$ cat config.mk
export PLATFORM = sky130hd
export DESIGN_NAME = cfg_burst_writer_flat
export DESIGN_NICKNAME = d
export VERILOG_FILES = /design/src/rtl/cfg_burst_writer_if.sv /design/src/rtl/cfg_burst_writer.sv /design/src/flat_wrapper.sv
export SDC_FILE = /design/constraint.sdc
export NUM_CORES = 1
export LEC_CHECK = 0
export BUFFER_PORTS_ARGS = -buffer_cell sky130_fd_sc_hd__buf_4
export CORE_UTILIZATION = 30
export CTS_CLUSTER_DIAMETER = 50
export CTS_CLUSTER_SIZE = 16
export DETAILED_ROUTE_END_ITERATION = 8
export GPL_ROUTABILITY_DRIVEN = 1
export PLACE_DENSITY = 0.49
export SKIP_CTS_REPAIR_TIMING = 1
export SYNTH_ARGS = -nofsm -noshare
export SYNTH_HDL_FRONTEND = slang
export SYNTH_SLANG_ARGS = --single-unit
$ cat constraint.sdc
create_clock -name clk -period 2.55 [get_ports clk]
set_input_delay 0.6375 -clock clk [delete_from_list [all_inputs] [get_ports clk]]
set_output_delay 0.6375 -clock clk [all_outputs]
set_load 0.03 [all_outputs]
$ cat src/rtl/cfg_burst_writer_if.sv
// Bundle of signals for cfg_burst_writer: burst command, beat stream, register write bus and status.
// The master side issues commands and beats; the slave side (the writer) drives writes and status.
interface cfg_burst_writer_if #(
  parameter int ADDR_WIDTH = 16,
  parameter int DATA_WIDTH = 16,
  parameter int CNT_WIDTH  = 8
);
  logic                  cmd_valid;
  logic                  cmd_ready;
  logic [ADDR_WIDTH-1:0] cmd_start_addr;
  logic [CNT_WIDTH-1:0]  cmd_count;

  logic                  data_valid;
  logic                  data_ready;
  logic [DATA_WIDTH-1:0] data_in;

  logic                  write_enable;
  logic [ADDR_WIDTH-1:0] write_addr;
  logic [DATA_WIDTH-1:0] write_data;

  logic                  busy;
  logic                  done;
  logic                  err;

  modport master (
    output cmd_valid, cmd_start_addr, cmd_count, data_valid, data_in,
    input  cmd_ready, data_ready, write_enable, write_addr, write_data, busy, done, err
  );

  modport slave (
    input  cmd_valid, cmd_start_addr, cmd_count, data_valid, data_in,
    output cmd_ready, data_ready, write_enable, write_addr, write_data, busy, done, err
  );
endinterface

$ cat src/rtl/cfg_burst_writer.sv
// Burst register-write initiator: one write per accepted beat, registered, the cycle after the handshake.
// Beat gaps stall the burst indefinitely; a new command is taken only while idle.
module cfg_burst_writer #(
  parameter int ADDR_WIDTH    = 16,
  parameter int DATA_WIDTH    = 16,
  parameter int NUM_REGISTERS = 8,
  parameter int CNT_WIDTH     = 8
) (
  input  logic              clk,
  input  logic              rst,
  cfg_burst_writer_if.slave bus
);

  typedef enum logic [1:0] {
    S_IDLE  = 2'd0,
    S_BURST = 2'd1,
    S_DONE  = 2'd2
  } state_t;

  // One extra bit keeps the bound exact when NUM_REGISTERS equals 2**ADDR_WIDTH.
  localparam logic [ADDR_WIDTH:0] NUM_REGS_EXT = (ADDR_WIDTH + 1)'(NUM_REGISTERS);

  state_t                state_q, state_d;
  logic [ADDR_WIDTH-1:0] addr_q, addr_d;
  logic [CNT_WIDTH-1:0]  rem_q, rem_d;
  logic                  we_q, we_d;
  logic [ADDR_WIDTH-1:0] waddr_q, waddr_d;
  logic [DATA_WIDTH-1:0] wdata_q, wdata_d;
  logic                  err_q, err_d;

  logic in_range;
  logic data_fire;

  assign in_range  = {1'b0, addr_q} < NUM_REGS_EXT;
  assign data_fire = (state_q == S_BURST) && bus.data_valid;

  always_comb begin
    state_d = state_q;
    addr_d  = addr_q;
    rem_d   = rem_q;
    we_d    = 1'b0;
    waddr_d = waddr_q;
    wdata_d = wdata_q;
    err_d   = err_q;

    case (state_q)
      S_IDLE: begin
        if (bus.cmd_valid) begin
          addr_d  = bus.cmd_start_addr;
          rem_d   = bus.cmd_count;
          err_d   = 1'b0;
          state_d = (bus.cmd_count != '0) ? S_BURST : S_DONE;
        end
      end

      S_BURST: begin
        if (data_fire) begin
          waddr_d = addr_q;
          wdata_d = bus.data_in;
          // Out-of-range beats are consumed silently and only flag the error.
          if (in_range) begin
            we_d = 1'b1;
          end else begin
            err_d = 1'b1;
          end
          addr_d = addr_q + ADDR_WIDTH'(1);
          rem_d  = rem_q - CNT_WIDTH'(1);
          if (rem_q == CNT_WIDTH'(1)) begin
            state_d = S_DONE;
          end
        end
      end

      S_DONE: begin
        state_d = S_IDLE;
      end

      default: begin
        state_d = S_IDLE;
      end
    endcase
  end

  always_ff @(posedge clk or posedge rst) begin
    if (rst) begin
      state_q <= S_IDLE;
      addr_q  <= '0;
      rem_q   <= '0;
      we_q    <= 1'b0;
      waddr_q <= '0;
      wdata_q <= '0;
      err_q   <= 1'b0;
    end else begin
      state_q <= state_d;
      addr_q  <= addr_d;
      rem_q   <= rem_d;
      we_q    <= we_d;
      waddr_q <= waddr_d;
      wdata_q <= wdata_d;
      err_q   <= err_d;
    end
  end

  assign bus.cmd_ready    = (state_q == S_IDLE);
  assign bus.data_ready   = (state_q == S_BURST);
  assign bus.busy         = (state_q != S_IDLE);
  assign bus.done         = (state_q == S_DONE);
  assign bus.write_enable = we_q;
  assign bus.write_addr   = waddr_q;
  assign bus.write_data   = wdata_q;
  assign bus.err          = err_q;

endmodule

$ cat src/flat_wrapper.sv
// flat-port wrapper written by rule: the top's interface ports become plain ports
module cfg_burst_writer_flat 
#(
  parameter int ADDR_WIDTH    = 16,
  parameter int DATA_WIDTH    = 16,
  parameter int NUM_REGISTERS = 8,
  parameter int CNT_WIDTH     = 8
)
  (clk, rst, bus_cmd_valid, bus_cmd_start_addr, bus_cmd_count, bus_data_valid, bus_data_in, bus_cmd_ready, bus_data_ready, bus_write_enable, bus_write_addr, bus_write_data, bus_busy, bus_done, bus_err);
  cfg_burst_writer_if #(.ADDR_WIDTH(ADDR_WIDTH), .DATA_WIDTH(DATA_WIDTH), .CNT_WIDTH(CNT_WIDTH)) bus_i ();
  input  logic clk;
  input  logic rst;
  input wire logic [$bits(bus_i.cmd_valid)-1:0] bus_cmd_valid;
  input wire logic [$bits(bus_i.cmd_start_addr)-1:0] bus_cmd_start_addr;
  input wire logic [$bits(bus_i.cmd_count)-1:0] bus_cmd_count;
  input wire logic [$bits(bus_i.data_valid)-1:0] bus_data_valid;
  input wire logic [$bits(bus_i.data_in)-1:0] bus_data_in;
  output wire logic [$bits(bus_i.cmd_ready)-1:0] bus_cmd_ready;
  output wire logic [$bits(bus_i.data_ready)-1:0] bus_data_ready;
  output wire logic [$bits(bus_i.write_enable)-1:0] bus_write_enable;
  output wire logic [$bits(bus_i.write_addr)-1:0] bus_write_addr;
  output wire logic [$bits(bus_i.write_data)-1:0] bus_write_data;
  output wire logic [$bits(bus_i.busy)-1:0] bus_busy;
  output wire logic [$bits(bus_i.done)-1:0] bus_done;
  output wire logic [$bits(bus_i.err)-1:0] bus_err;
  assign bus_i.cmd_valid = bus_cmd_valid;
  assign bus_i.cmd_start_addr = bus_cmd_start_addr;
  assign bus_i.cmd_count = bus_cmd_count;
  assign bus_i.data_valid = bus_data_valid;
  assign bus_i.data_in = bus_data_in;
  assign bus_cmd_ready = bus_i.cmd_ready;
  assign bus_data_ready = bus_i.data_ready;
  assign bus_write_enable = bus_i.write_enable;
  assign bus_write_addr = bus_i.write_addr;
  assign bus_write_data = bus_i.write_data;
  assign bus_busy = bus_i.busy;
  assign bus_done = bus_i.done;
  assign bus_err = bus_i.err;
  cfg_burst_writer #(.ADDR_WIDTH(ADDR_WIDTH), .DATA_WIDTH(DATA_WIDTH), .NUM_REGISTERS(NUM_REGISTERS), .CNT_WIDTH(CNT_WIDTH)) u_core (.clk(clk), .rst(rst), .bus(bus_i));
endmodule
==> impl_results.html <==
<table>
<tr><th>Metric</th><th>Value</th></tr>
<tr><th colspan="2">STA</th></tr>
<tr><td>Fraction of the cycle the final worst path needs</td><td>78.8%</td></tr>
<tr><td>Tightest Pin Transition</td><td>0.508 ns</td></tr>
<tr><td>Final hold slack</td><td>0.321 ns</td></tr>
<tr><td>Final worst path period need</td><td>2.01 ns</td></tr>
<tr><td>Highest achievable clock rate</td><td>0.497 GHz</td></tr>
<tr><td>Final Hold Vio Count</td><td>0</td></tr>
<tr><td>Clock skew</td><td>0.00607 ns</td></tr>
<tr><td>Final setup violation count</td><td>0</td></tr>
<tr><td>Setup TNS</td><td>0 ns</td></tr>
<tr><td>Worst rel slew slack</td><td>66.0%</td></tr>
<tr><td>RSZ-0062 raised after global routing</td><td>no</td></tr>
<tr><td>Final Slew Violations</td><td>0</td></tr>
<tr><th colspan="2">Routing</th></tr>
<tr><td>DRC violation total after the first TritonRoute iteration</td><td>163</td></tr>
<tr><td>Vias per cell</td><td>4.87</td></tr>
<tr><td>First-pass detailed-route iteration total</td><td>4</td></tr>
<tr><td>Via Count</td><td>2729</td></tr>
<tr><td>DRC violation count after routing</td><td>0</td></tr>
<tr><td>Wire length per cell</td><td>14.3 um</td></tr>
<tr><td>Post-detailed-route count of antenna-violating nets</td><td>0</td></tr>
<tr><td>Total Wirelength</td><td>8030 um</td></tr>
<tr><th colspan="2">Global route</th></tr>
<tr><td>Vias in the first global route</td><td>2611</td></tr>
<tr><td>Total global routing track utilization</td><td>16.9%</td></tr>
<tr><td>Pin count of the biggest net entering global routing</td><td>41</td></tr>
<tr><td>Number of antenna violations at the first check in global routing</td><td>0</td></tr>
<tr><td>Routing usage on met1</td><td>23.6%</td></tr>
<tr><td>Leftover overflow at the end of global routing</td><td>0</td></tr>
<tr><td>Routing usage on met3</td><td>3.59%</td></tr>
<tr><td>Global-route wire length before repair</td><td>13300 um</td></tr>
<tr><td>M2 GR Usage</td><td>26.0%</td></tr>
<tr><td>Busiest grt layer</td><td>met2</td></tr>
<tr><th colspan="2">Critical path</th></tr>
<tr><td>Reg-to-reg slack, setup</td><td>0.76 ns</td></tr>
<tr><td>Data arrival time of the critical path</td><td>1.37 ns</td></tr>
<tr><td>Endpoint of the most critical register-to-register path</td><td>u_core.addr_q[12]</td></tr>
<tr><td>Start point of the critical path</td><td>u_core.state_q[1]</td></tr>
<tr><td>Worst EP required</td><td>1.91 ns</td></tr>
<tr><td>Startpoint of the worst-slack reg-to-reg timing path</td><td>u_core.state_q[0]</td></tr>
<tr><td>Element type at the critical path end</td><td>primary output</td></tr>
<tr><td>Worst-path fanout max</td><td>14</td></tr>
<tr><td>Startpoint Class</td><td>flop</td></tr>
<tr><td>Crit path kind</td><td>reg -&gt; out</td></tr>
<tr><td>Path depth of the worst reg2reg path</td><td>4</td></tr>
<tr><th colspan="2">Floorplan</th></tr>
<tr><td>Vert. Die Dim</td><td>101 um</td></tr>
<tr><td>Number of rows created at floorplan</td><td>35</td></tr>
<tr><td>Die footprint</td><td>0.0103 mm2</td></tr>
<tr><td>Die X</td><td>101 um</td></tr>
<tr><td>Top-level I/O count</td><td>82</td></tr>
<tr><td>Starting utilization of the core area</td><td>31.5%</td></tr>
<tr><td>Area of the placeable core</td><td>0.00942 mm2</td></tr>
<tr><th colspan="2">Cells and area</th></tr>
<tr><td>Antenna Cells</td><td>0</td></tr>
<tr><td>Fill cells</td><td>968</td></tr>
<tr><td>Layout overhead on the synthesized area</td><td>32.1%</td></tr>
<tr><td>Area occupied by registers</td><td>0.00150 mm2</td></tr>
<tr><td>Net count, final</td><td>473</td></tr>
<tr><td>Utilization of the core after routing</td><td>41.6%</td></tr>
<tr><td>Fraction of layout instances using a drive strength above 1</td><td>26.2%</td></tr>
<tr><td>Combined area of the multi-input logic cells</td><td>0.00135 mm2</td></tr>
<tr><th colspan="2">Clocking</th></tr>
<tr><td>Maximum buffer depth of the clock tree</td><td>2</td></tr>
<tr><td>Inserted Clock Buffers</td><td>9</td></tr>
<tr><td>CTS Root Cell</td><td>sky130_fd_sc_hd__clkbuf_8</td></tr>
<tr><td>Number of sinks driven by the clock tree</td><td>60</td></tr>
<tr><td>Insertion delay of the later-clocked pin in the worst-skew pair</td><td>0.34 ns</td></tr>
<tr><td>TritonCTS clock tree</td><td>yes</td></tr>
<tr><td>Clock input transition at the sequential cells of the worst setup and hold paths</td><td>0.07 ns</td></tr>
<tr><td>Number of levels in the clock H-tree</td><td>3</td></tr>
<tr><th colspan="2">Synthesis</th></tr>
<tr><td>Async SR Flop Fraction</td><td>100%</td></tr>
<tr><td>Post-synth top area cell</td><td>sky130_fd_sc_hd__dfrtp_1</td></tr>
<tr><td>Yosys top cell area share</td><td>50.6%</td></tr>
<tr><td>Number of flops mapped to enable cells by yosys</td><td>0</td></tr>
<tr><td>Flip-flop and latch count after synthesis</td><td>60</td></tr>
<tr><td>Synth cell types</td><td>44</td></tr>
<tr><td>Net count after synthesis</td><td>394</td></tr>
<tr><td>Syn_area_per_cell</td><td>8.55 um2</td></tr>
<tr><td>Mapped Area</td><td>0.00297 mm2</td></tr>
<tr><td>Warnings from Yosys</td><td>0</td></tr>
<tr><td>Top cells by area in the synthesized netlist</td><td>sky130_fd_sc_hd__dfrtp_1 51%, sky130_fd_sc_hd__nand2_1 14%, sky130_fd_sc_hd__a21oi_1 3.7%</td></tr>
<tr><td>Sequential cell area fraction in the yosys report</td><td>50.6%</td></tr>
<tr><td>Number of instances in the synthesized netlist</td><td>347</td></tr>
<tr><td>Ys flop type</td><td>sky130_fd_sc_hd__dfrtp_1</td></tr>
<tr><th colspan="2">Placement</th></tr>
<tr><td>IO buf count</td><td>81</td></tr>
<tr><td>Detailed placer's ending HPWL</td><td>5680 um</td></tr>
<tr><td>Final RePlAce weighted congestion</td><td>0.740</td></tr>
<tr><th colspan="2">Job</th></tr>
<tr><td>Reported max-cap violation count</td><td>0</td></tr>
<tr><th colspan="2">Worst hold path</th></tr>
<tr><td>Worst hold path type</td><td>in -&gt; async</td></tr>
<tr><th colspan="2">Power and ir drop</th></tr>
<tr><td>Worst vdd rail ir drop</td><td>0.385 mV</td></tr>
<tr><td>Total power divided by cell area</td><td>982 mW/mm2</td></tr>
<tr><td>Leakage Power</td><td>0.00192 uW</td></tr>
<tr><td>Post-route total power</td><td>3850 uW</td></tr>
<tr><th colspan="2">Run status</th></tr>
<tr><td>Outcome</td><td>completed</td></tr>
</table>
## flip-flops by register name, indices dropped and copies added, names as in the netlist
register,flops
u_core.state_q,2
u_core.rem_q,8
u_core.bus.write_addr,16
u_core.bus.err,1
u_core.bus.write_enable,1
u_core.bus.write_data,16
u_core.addr_q,16
## cell families (layout without fill, tap and decap cells)
| family | after synthesis | in the layout | share of synthesized area, % |
|---|---|---|---|
| and+or+nand+nor | 180 | 180 | 27.5 |
| AOI/OAI and AO/OA | 74 | 74 | 15.9 |
| DFF | 60 | 60 | 50.6 |
| buffers and inverters | 28 | 112 | 3.96 |
| adders and majority gates | 3 | 3 | 1.27 |
| muxes | 2 | 2 | 0.675 |
## synthesized netlist by cell type, types with 5 or more instances
| cell | n |
|---|---|
| sky130_fd_sc_hd__nand2_1 | 107 |
| sky130_fd_sc_hd__dfrtp_1 | 60 |
| sky130_fd_sc_hd__nor2_1 | 24 |
| sky130_fd_sc_hd__a21oi_1 | 22 |
| sky130_fd_sc_hd__o21ai_0 | 19 |
| sky130_fd_sc_hd__clkbuf_1 | 10 |
| sky130_fd_sc_hd__buf_2 | 9 |
| sky130_fd_sc_hd__nor3_1 | 8 |
| sky130_fd_sc_hd__and2_1 | 6 |
| sky130_fd_sc_hd__inv_1 | 6 |
| sky130_fd_sc_hd__nor4_1 | 6 |
| sky130_fd_sc_hd__a211oi_1 | 5 |
| sky130_fd_sc_hd__and4_1 | 5 |
| sky130_fd_sc_hd__nand3_1 | 5 |
| sky130_fd_sc_hd__o2bb2ai_1 | 5 |
## worst max-delay path, cell delays in order, from the launching register on
cell	delay, ns
sky130_fd_sc_hd__dfrtp_1	0.56
sky130_fd_sc_hd__nand2b_1	0.18
sky130_fd_sc_hd__clkinv_1	0.11
sky130_fd_sc_hd__buf_4	0.18
## final cells by class
type                            instances  area share (%)
Tap cell                              129            4.12
Timing Repair Buffer                   89            17.4
Inverter                                7           0.670
Clock inverter                          6            1.63
Multi-Input combinational cell        259            34.4
Sequential cell                        60            38.3
Clock buffer                           10            3.51
## routing by layer
layer / vias to the layer above / routed length [um]
met5: - / 0
met1: 1296 / 3790
met4: 0 / 60
met3: 4 / 400
li1: 1365 / -
met2: 64 / 3780
## how the worst max path moves through the flow
stage	slack, ns	endpoint	depth (start not counted)
3_3_place_gp	0.75	u_core.addr_q[12]	5
5_1_grt	0.44	bus_busy	3
2_1_floorplan	0.43	u_core.addr_q[0]	1
3_5_place_dp	0.71	u_core.addr_q[12]	5
4_1_cts	0.52	bus_data_ready	3
6_report	0.54	bus_data_ready	3
## stage by stage
stage          area, um2  setup WS (ns)  instances
4_1_cts             3920          0.518        560
3_3_place_gp        3720          0.750        544
2_1_floorplan       2970          0.428        347
6_report            3920          0.540        560
5_1_grt             3920          0.443        560
3_5_place_dp        3720          0.706        544
## where the power goes
part           internal, uW  switching, uW
registers              1250            321
logic                   580            826
clock network           475            393
## cell usage in the layout (no fill, tap or decap), types with 3 or more instances in the layout
cell and instances:
sky130_fd_sc_hd__a211oi_1 5, sky130_fd_sc_hd__a21oi_1 22, sky130_fd_sc_hd__a311oi_1 4, sky130_fd_sc_hd__a31o_2 3, sky130_fd_sc_hd__and2_1 6, sky130_fd_sc_hd__and4_1 5, sky130_fd_sc_hd__buf_4 88, sky130_fd_sc_hd__clkbuf_8 10
sky130_fd_sc_hd__dfrtp_1 60, sky130_fd_sc_hd__ha_1 3, sky130_fd_sc_hd__inv_1 5, sky130_fd_sc_hd__nand2_1 107, sky130_fd_sc_hd__nand3_1 5, sky130_fd_sc_hd__nand4_1 4, sky130_fd_sc_hd__nor2_1 24, sky130_fd_sc_hd__nor3_1 8
sky130_fd_sc_hd__nor4_1 6, sky130_fd_sc_hd__o21ai_0 19, sky130_fd_sc_hd__o2bb2ai_1 5, sky130_fd_sc_hd__or4_1 3
(Power assumes the default switching activity.)
